==> src/rtl/pattern_eval_sequencer_if.sv <==
// rtl/pattern_eval_sequencer_if.sv - control, stimulus and response bundle for the pattern sequencer
interface pattern_eval_sequencer_if #(
  parameter int IN_W  = 14,
  parameter int OUT_W = 8,
  parameter int CNT_W = 16
);
  logic             start;
  logic             abort;
  logic             mode;
  logic [CNT_W-1:0] num_pat;
  logic [IN_W-1:0]  seed;
  logic [IN_W-1:0]  stim;
  logic [OUT_W-1:0] resp_a;
  logic [OUT_W-1:0] resp_b;
  logic             busy;
  logic             done;
  logic [CNT_W-1:0] mismatch_cnt;
  logic             fail_valid;
  logic [IN_W-1:0]  fail_pat;
  logic [15:0]      sig;

  modport master (
    output start, abort, mode, num_pat, seed, resp_a, resp_b,
    input  stim, busy, done, mismatch_cnt, fail_valid, fail_pat, sig
  );

  modport slave (
    input  start, abort, mode, num_pat, seed, resp_a, resp_b,
    output stim, busy, done, mismatch_cnt, fail_valid, fail_pat, sig
  );
endinterface

==> src/rtl/pattern_eval_sequencer.sv <==
// rtl/pattern_eval_sequencer.sv - drives exhaustive or LFSR stimulus into two netlists and compares responses
module pattern_eval_sequencer #(
  parameter int IN_W   = 14,
  parameter int OUT_W  = 8,
  parameter int SETTLE = 2,
  parameter int CNT_W  = 16
) (
  input logic                    clk,
  input logic                    rst_n,
  pattern_eval_sequencer_if.slave bus
);
  // Fibonacci tap masks for common widths; other widths fall back to the two top bits.
  localparam logic [31:0] TAPS32 = (IN_W == 14) ? 32'h0000_3802 :
                                   (IN_W == 16) ? 32'h0000_D008 :
                                   (IN_W == 8)  ? 32'h0000_00B8 :
                                   (32'h3 << (IN_W - 2));
  localparam logic [IN_W-1:0] TAP_MASK = TAPS32[IN_W-1:0];

  typedef enum logic [2:0] {S_IDLE, S_APPLY, S_WAIT, S_CAPTURE, S_FIN} state_t;

  state_t           r_state;
  logic             r_mode;
  logic [CNT_W-1:0] r_left;
  logic [IN_W-1:0]  r_cur;
  logic [IN_W-1:0]  r_stim;
  logic [3:0]       r_wait;
  logic             r_busy;
  logic             r_done;
  logic [CNT_W-1:0] r_mm_cnt;
  logic             r_fail_valid;
  logic [IN_W-1:0]  r_fail_pat;
  logic [15:0]      r_sig;

  logic [IN_W-1:0]  w_lfsr_next;
  logic [IN_W-1:0]  w_seed_eff;
  logic [15:0]      w_resp_ext;
  logic [15:0]      w_sig_next;
  logic             w_mismatch;
  logic             w_last;

  generate
    if (OUT_W >= 16) begin : g_resp_trunc
      assign w_resp_ext = bus.resp_b[15:0];
    end else begin : g_resp_ext
      assign w_resp_ext = {{(16-OUT_W){1'b0}}, bus.resp_b};
    end
  endgenerate

  assign w_lfsr_next = {r_cur[IN_W-2:0], ^(r_cur & TAP_MASK)};
  assign w_seed_eff  = (bus.seed == '0) ? {{(IN_W-1){1'b0}}, 1'b1} : bus.seed;
  assign w_sig_next  = {r_sig[14:0], 1'b0} ^ (r_sig[15] ? 16'h1021 : 16'h0000) ^ w_resp_ext;
  assign w_mismatch  = (bus.resp_a != bus.resp_b);
  // Exhaustive runs end on the all-ones pattern; LFSR runs end when the count runs out.
  assign w_last      = r_mode ? (r_left == {{(CNT_W-1){1'b0}}, 1'b1}) : (r_stim == '1);

  always_ff @(posedge clk) begin
    if (!rst_n) begin
      r_state      <= S_IDLE;
      r_mode       <= 1'b0;
      r_left       <= '0;
      r_cur        <= '0;
      r_stim       <= '0;
      r_wait       <= '0;
      r_busy       <= 1'b0;
      r_done       <= 1'b0;
      r_mm_cnt     <= '0;
      r_fail_valid <= 1'b0;
      r_fail_pat   <= '0;
      r_sig        <= '0;
    end else begin
      r_done <= 1'b0;
      if (r_state != S_IDLE && bus.abort) begin
        r_state <= S_IDLE;
        r_busy  <= 1'b0;
      end else begin
        case (r_state)
          S_IDLE: begin
            if (bus.start && !bus.abort) begin
              r_mm_cnt     <= '0;
              r_fail_valid <= 1'b0;
              r_sig        <= '0;
              r_mode       <= bus.mode;
              r_left       <= bus.num_pat;
              r_cur        <= bus.mode ? w_seed_eff : '0;
              r_busy       <= 1'b1;
              r_state      <= (bus.mode && bus.num_pat == '0) ? S_FIN : S_APPLY;
            end
          end
          S_APPLY: begin
            r_stim  <= r_cur;
            r_cur   <= r_mode ? w_lfsr_next : r_cur + 1'b1;
            r_wait  <= 4'(SETTLE - 1);
            r_state <= S_WAIT;
          end
          S_WAIT: begin
            if (r_wait == 4'd0) r_state <= S_CAPTURE;
            else                r_wait  <= r_wait - 4'd1;
          end
          S_CAPTURE: begin
            if (w_mismatch) begin
              if (r_mm_cnt != '1) r_mm_cnt <= r_mm_cnt + 1'b1;
              if (!r_fail_valid) begin
                r_fail_valid <= 1'b1;
                r_fail_pat   <= r_stim;
              end
            end
            r_sig   <= w_sig_next;
            r_left  <= r_left - 1'b1;
            r_state <= w_last ? S_FIN : S_APPLY;
          end
          S_FIN: begin
            r_done  <= 1'b1;
            r_busy  <= 1'b0;
            r_state <= S_IDLE;
          end
          default: begin
            r_busy  <= 1'b0;
            r_state <= S_IDLE;
          end
        endcase
      end
    end
  end

  assign bus.stim         = r_stim;
  assign bus.busy         = r_busy;
  assign bus.done         = r_done;
  assign bus.mismatch_cnt = r_mm_cnt;
  assign bus.fail_valid   = r_fail_valid;
  assign bus.fail_pat     = r_fail_pat;
  assign bus.sig          = r_sig;
endmodule
==> src/flat_wrapper.sv <==
// flat-port wrapper written by rule: the top's interface ports become plain ports
module pattern_eval_sequencer_flat 
#(
  parameter int IN_W   = 14,
  parameter int OUT_W  = 8,
  parameter int SETTLE = 2,
  parameter int CNT_W  = 16
)
  (clk, rst_n, bus_start, bus_abort, bus_mode, bus_num_pat, bus_seed, bus_resp_a, bus_resp_b, bus_stim, bus_busy, bus_done, bus_mismatch_cnt, bus_fail_valid, bus_fail_pat, bus_sig);
  pattern_eval_sequencer_if #(.IN_W(IN_W), .OUT_W(OUT_W), .CNT_W(CNT_W)) bus_i ();
  input logic clk;
  input logic rst_n;
  input wire logic [$bits(bus_i.start)-1:0] bus_start;
  input wire logic [$bits(bus_i.abort)-1:0] bus_abort;
  input wire logic [$bits(bus_i.mode)-1:0] bus_mode;
  input wire logic [$bits(bus_i.num_pat)-1:0] bus_num_pat;
  input wire logic [$bits(bus_i.seed)-1:0] bus_seed;
  input wire logic [$bits(bus_i.resp_a)-1:0] bus_resp_a;
  input wire logic [$bits(bus_i.resp_b)-1:0] bus_resp_b;
  output wire logic [$bits(bus_i.stim)-1:0] bus_stim;
  output wire logic [$bits(bus_i.busy)-1:0] bus_busy;
  output wire logic [$bits(bus_i.done)-1:0] bus_done;
  output wire logic [$bits(bus_i.mismatch_cnt)-1:0] bus_mismatch_cnt;
  output wire logic [$bits(bus_i.fail_valid)-1:0] bus_fail_valid;
  output wire logic [$bits(bus_i.fail_pat)-1:0] bus_fail_pat;
  output wire logic [$bits(bus_i.sig)-1:0] bus_sig;
  assign bus_i.start = bus_start;
  assign bus_i.abort = bus_abort;
  assign bus_i.mode = bus_mode;
  assign bus_i.num_pat = bus_num_pat;
  assign bus_i.seed = bus_seed;
  assign bus_i.resp_a = bus_resp_a;
  assign bus_i.resp_b = bus_resp_b;
  assign bus_stim = bus_i.stim;
  assign bus_busy = bus_i.busy;
  assign bus_done = bus_i.done;
  assign bus_mismatch_cnt = bus_i.mismatch_cnt;
  assign bus_fail_valid = bus_i.fail_valid;
  assign bus_fail_pat = bus_i.fail_pat;
  assign bus_sig = bus_i.sig;
  pattern_eval_sequencer #(.IN_W(IN_W), .OUT_W(OUT_W), .SETTLE(SETTLE), .CNT_W(CNT_W)) u_core (.clk(clk), .rst_n(rst_n), .bus(bus_i));
endmodule
==> config.mk <==
export PLATFORM = sky130hd
export DESIGN_NAME = pattern_eval_sequencer_flat
export DESIGN_NICKNAME = d
export VERILOG_FILES = /design/src/rtl/pattern_eval_sequencer_if.sv /design/src/rtl/pattern_eval_sequencer.sv /design/src/flat_wrapper.sv
export SDC_FILE = /design/constraint.sdc
export NUM_CORES = 1
export LEC_CHECK = 0
export ABC_AREA = 1
export BUFFER_PORTS_ARGS = -buffer_cell sky130_fd_sc_hd__clkbuf_2
export CAP_MARGIN = 25
export CELL_PAD_IN_SITES_DETAIL_PLACEMENT = 1
export CELL_PAD_IN_SITES_GLOBAL_PLACEMENT = 2
export CORE_MARGIN = 3
export CORE_UTILIZATION = 32
export CTS_BUF_LIST = sky130_fd_sc_hd__clkbuf_4 sky130_fd_sc_hd__clkbuf_8 sky130_fd_sc_hd__clkbuf_16
export CTS_CLUSTER_DIAMETER = 80
export CTS_CLUSTER_SIZE = 12
export DETAILED_ROUTE_END_ITERATION = 7
export PLACE_DENSITY = 0.95
export RECOVER_POWER = 50
export SLEW_MARGIN = 15
export SYNTH_ARGS = -nofsm -noshare
export SYNTH_HDL_FRONTEND = slang
export SYNTH_SLANG_ARGS = --single-unit
==> constraint.sdc <==
create_clock -name clk -period 4.05 [get_ports clk]
set_input_delay 0.405 -clock clk [delete_from_list [all_inputs] [get_ports clk]]
set_output_delay 0.405 -clock clk [all_outputs]
set_load 0.005 [all_outputs]
# After elaboration in Yosys (flattened, before gate mapping)
# Cells that the tools add are included.
# totals
register_bits	101
input_bits	51
word_cells	87
# classes
addsub	4
n_eq_ne	13
n_mux	27
bitwise_logic	6
reduce_logical	25
# ops
cell	count
$pmux 16 s2	3
$mux 16	4
$mux 14	4
$pmux 14 s2	1
$add 16x1->16 const B	1
$eq 16x1->1 const B	1
$logic_not 16->1	1
$ne 16x16->1 const B	1
$sub 16x1->16 const B	1
$xor 16x16->16	1
$xor 16x8->16	1
$add 14x1->14 const B	1
$eq 14x14->1 const B	1
$logic_not 14->1	1
$reduce_xor 14->1	1
$mux 13	1
$mux 3	4
$pmux 3 s4	1
$reduce_and 3->1	4
$ne 2x1->1 const B	4
$ne 8x8->1	1
$pmux 4 s2	1
$reduce_and 4->1	2
$eq 3x2->1 const B	2
18 further kinds	32

# Logic depth before layout (Yosys ltp)
# depth
depth_word	5
mapped_depth	11
depth_no_buf	11

# Worst setup path before layout
# OpenSTA, ideal clock, no wires.
# synth_timing
path_kind	register -> register
startpoint	reg u_core.r_mm_cnt[1] (netlist: u_core.bus.mismatch_cnt[1])
endpoint	reg u_core.r_mm_cnt[13] (netlist: u_core.bus.mismatch_cnt[13])
setup_time_ps	70
arrival_ps	1566
path_slack_ps	2414
stages_incl_launch_ff	11
n_path_buf	1
path_cell_list	dfxtp_1 ha_1 nand3_2 nor2_4 nand2_2 nor2_4 nand3_4 nand3_4 buf_6 nand2_1 a21oi_1
# synth_via
elab_chain_cells	4
# synth_lines
item	line_no	text
start: declaration	pattern_eval_sequencer.sv:29	logic [CNT_W-1:0] r_mm_cnt;
start signal: assignment	pattern_eval_sequencer.sv:101	if (r_mm_cnt != '1) r_mm_cnt <= r_mm_cnt + 1'b1;
$add 16x1->16	pattern_eval_sequencer.sv:101	
$mux 16	pattern_eval_sequencer.sv:101	
$mux 16	pattern_eval_sequencer.sv:100	if (w_mismatch) begin
$pmux 16 s2	pattern_eval_sequencer.sv:76	case (r_state)
# Several ways; a longest one is shown, not always the timed one. The select of a mux whose other input is x is not followed.
# A chain may end at the register's enable or synchronous reset.

# Worst setup path after layout
# layout_timing
startpoint	in rst_n
endpoint	reg u_core.r_busy (netlist: u_core.bus.busy)
# layout_via
elab_chain_cells	2
# layout_lines
item	line_no	text
start: declaration	flat_wrapper.sv:12	input logic rst_n;
$not 1->1 (no line)	-	
$reduce_or 2->1 (no line)	-	
end signal: assignment	pattern_eval_sequencer.sv:64	r_busy <= 1'b0;
end signal: assignment	pattern_eval_sequencer.sv:74	r_busy <= 1'b0;
end signal: assignment	pattern_eval_sequencer.sv:85	r_busy <= 1'b1;
end: declaration	pattern_eval_sequencer.sv:27	logic r_busy;
# Every way passes these cells.

==> results.json <==
{
  "gr-total-overflow": 0,
  "area_growth_pct": 16.0,
  "period_share_pct": 59.2,
  "endpoint": "u_core.bus.busy$_SDFFE_PP0P_",
  "postLayoutCoreUtil_pct": 38.3,
  "leakage_uw": 0.00270,
  "postCtsSetupRepairBufs": 0,
  "syn_inst": 872,
  "synth_xor_area_share_pct": 3.34,
  "p_per_area_nw_per_um2": 424,
  "synth.top_cells.by_count": "187 x nand2_1, 105 x a21oi_1, 101 x dfxtp_1, 101 x nor2_1, 74 x inv_1",
  "yosysUniqueCellTypes": 39,
  "critical_path_peak_fanout": 52,
  "cts_tree": "done",
  "clock-sinks": 101,
  "fin_crit_ns": 2.40,
  "grt_pass1_wl_um": 31900,
  "place_ws_ns": 1.83,
  "routed_via_density": 5.18,
  "layout_setup_ws_ns": 1.65,
  "wl_per_cell_um": 16.3,
  "cts-resized-gates": 0,
  "ctsHoldBuffers": 0,
  "synthArstFlopShare_pct": 0,
  "drv_slew": 53,
  "hpwlAfterDp_um": 14300,
  "diodes": 0,
  "wl_um": 19400,
  "io_buffers": 113,
  "fmax_mhz": 417,
  "finalSetupTns_ns": 0,
  "holdWs_ns": 0.348,
  "worstPathArrival_ns": 2.67,
  "swShare_pct": 35.6,
  "nFillCells": 2336,
  "synth.most_common_cell": "nand2_1",
  "avgSynthCellArea_um2": 6.61,
  "grt_use_total_pct": 19.7,
  "r2r-start": "u_core.r_state[0]$_SDFFE_PP0P_",
  "grt_start_max_net_pins": 58,
  "synth_top_cells_by_area": "dfxtp_1 35%, nand2_1 12%, a21oi_1 9.1%",
  "combPwrFrac_pct": 25.8,
  "cts_max_path_buffers": 2,
  "syn_nets": 929,
  "clockRootBuffer": "clkbuf_16",
  "hold_violations": 0,
  "cts_htree_levels": 3,
  "core_um2": 17500,
  "start_util_pct": 33.0,
  "synthAdderAreaFrac_pct": 1.30,
  "die_area_um2": 19700,
  "cp-startpoint": "rst_n",
  "synth_area_leader_cell": "dfxtp_1",
  "internal_power_uw": 1830,
  "max-cap-violations": 1,
  "syn_area_um2": 5770,
  "muxShareOfSynthArea_pct": 0,
  "status": "finished with violations",
  "yosysTopAreaCellShare_pct": 35.1,
  "end_kind": "flip-flop",
  "drt_pass1_iterations": 4,
  "ys.flop_type": "dfxtp_1",
  "grt_pass1_vias": 6162,
  "cp-start-kind": "input port",
  "vias": 6171,
  "die_w_um": 140,
  "crit_required_ns": 4.32,
  "antenna_found_initial": 0,
  "nNetsFinal": 1019,
  "skew_ns": 0.00543,
  "hold_path_class": "in2reg",
  "violations": "capacitance limit, slew limit",
  "rsz0062_at_grt": "no",
  "setup_viol": 0,
  "gp_congestion": 0.824,
  "synth-simple-area-share_pct": 32.2,
  "tightest_slew_ns": 2.07,
  "yosys_warnings": 0,
  "reg2reg_setup_slack_ns": 1.72,
  "layout-drive-gt1-share_pct": 13.1,
  "rows": 48,
  "rr_worst_depth": 9,
  "p_switching_uw": 1010,
  "ant_nets": 0,
  "peakVddDrop_v": 0.000243,
  "ioPinCount": 114,
  "p_clk_share_pct": 31.3,
  "numCtsBuffers": 9,
  "slew_headroom_pct": -37.8,
  "synth_edf_count": 0,
  "seqPwrFrac_pct": 43.0,
  "drc": 0,
  "initialDrtViolationCount": 304,
  "clk_pin_slew_ns": 0.07,
  "synth_compound_area_share_pct": 19.5,
  "yosysSeqAreaShare_pct": 35.1,
  "r2r-end": "u_core.r_cur[8]$_SDFFE_PN0P_",
  "criticalPathCategory": "in2reg",
  "die_h_um": 140,
  "insertion_delay_ns": 0.36,
  "yosys_register_bits": 101,
  "synth_top_family_by_area": "simple AND/OR/NAND/NOR gates"
}
==> routing by layer <==
| layer | part of all wire, % | routed length, um | global-route usage (%) |
|---|---|---|---|
| met1 | 48 | 9250 | 26.5 |
| met2 | 47 | 9080 | 32.3 |
| met5 | 0 | 0 | 0 |
| met3 | 4.5 | 878 | 3.93 |
| met4 | 1.0 | 194 | 5.25 |
==> area by class of cell <==
class	instances	area, um^2	share of cell area, %
Inverter	82	310	4.64
Tap cell	225	282	4.21
Timing Repair Buffer	116	539	8.06
Sequential cell	101	2020	30.2
Clock buffer	11	240	3.59
Clock inverter	4	50.0	0.748
Multi-Input combinational cell	652	3240	48.5
==> worst max-delay path, stage by stage <==
cell and delay, ns:
clkbuf_1 0.11, clkbuf_1 1.50, nand2_1 0.40, a21oi_1 0.25
==> placed cells by master (no fill, tap or decap), types with 7 or more instances in the layout <==
cell type | synthesis | routed
nor2_1 | 101 | 102
o211ai_1 | 7 | 7
a21oi_1 | 105 | 105
xor2_1 | 10 | 10
o21ai_0 | 63 | 64
o21ai_1 | 17 | 16
inv_2 | 7 | 7
nand4_1 | 25 | 25
clkbuf_16 | 0 | 9
inv_1 | 74 | 74
xnor2_1 | 12 | 12
nor3_1 | 10 | 10
nand2_1 | 187 | 188
clkbuf_2 | 1 | 77
dfxtp_1 | 101 | 101
clkbuf_1 | 17 | 37
nand3_1 | 63 | 63
==> cells by family (layout without fill, tap and decap cells) <==
logic type	count (synthesis)	count (layout)
compound gates	210	210
xor+xnor	22	22
fa+ha+maj	6	6
buf+inv	119	213
flops	101	101
simple gates	414	414
==> through the flow <==
stage                     total power (uW)  std cells  area [um^2]
after floorplan                       1730        872         5770
after global placement                1960       1176         6450
after detailed placement              1980       1176         6450
after CTS                             2870       1191         6740
after global routing                  3020       1191         6690
final                                 2840       1191         6690
==> power groups by stage <==
stage	clock network (uW)	registers (uW)	logic [uW]
2_1_floorplan	0	1200	532
3_3_place_gp	0	1240	725
3_5_place_dp	0	1240	743
4_1_cts	903	1220	749
5_1_grt	943	1240	839
6_report	888	1220	731
==> flip-flops by register name, summed over array words and instances (netlist names) <==
name / cells
u_core.bus.mismatch_cnt: 16
u_core.bus.sig: 16
u_core.r_left: 16
u_core.bus.fail_pat: 14
u_core.bus.stim: 14
u_core.r_cur: 14
u_core.r_wait: 4
u_core.r_state: 3
u_core.bus.busy: 1
u_core.bus.done: 1
u_core.bus.fail_valid: 1
u_core.r_mode: 1
==> worst min path at each step <==
stage	startpoint	end	cells past startpoint
finish	bus_seed[1]	u_core.r_cur[1]$_SDFFE_PN0P_	3
floorplan	u_core.r_left[10]$_SDFFE_PN0P_	u_core.r_left[10]$_SDFFE_PN0P_	2
CTS	bus_seed[1]	u_core.r_cur[1]$_SDFFE_PN0P_	3
global route	bus_seed[1]	u_core.r_cur[1]$_SDFFE_PN0P_	3
global placement	u_core.r_wait[1]$_SDFFE_PN0P_	u_core.r_wait[1]$_SDFFE_PN0P_	2
detailed placement	u_core.bus.fail_pat[1]$_SDFFE_PN0P_	u_core.bus.fail_pat[1]$_SDFFE_PN0P_	2
Power figures use the tool's default switching activity.
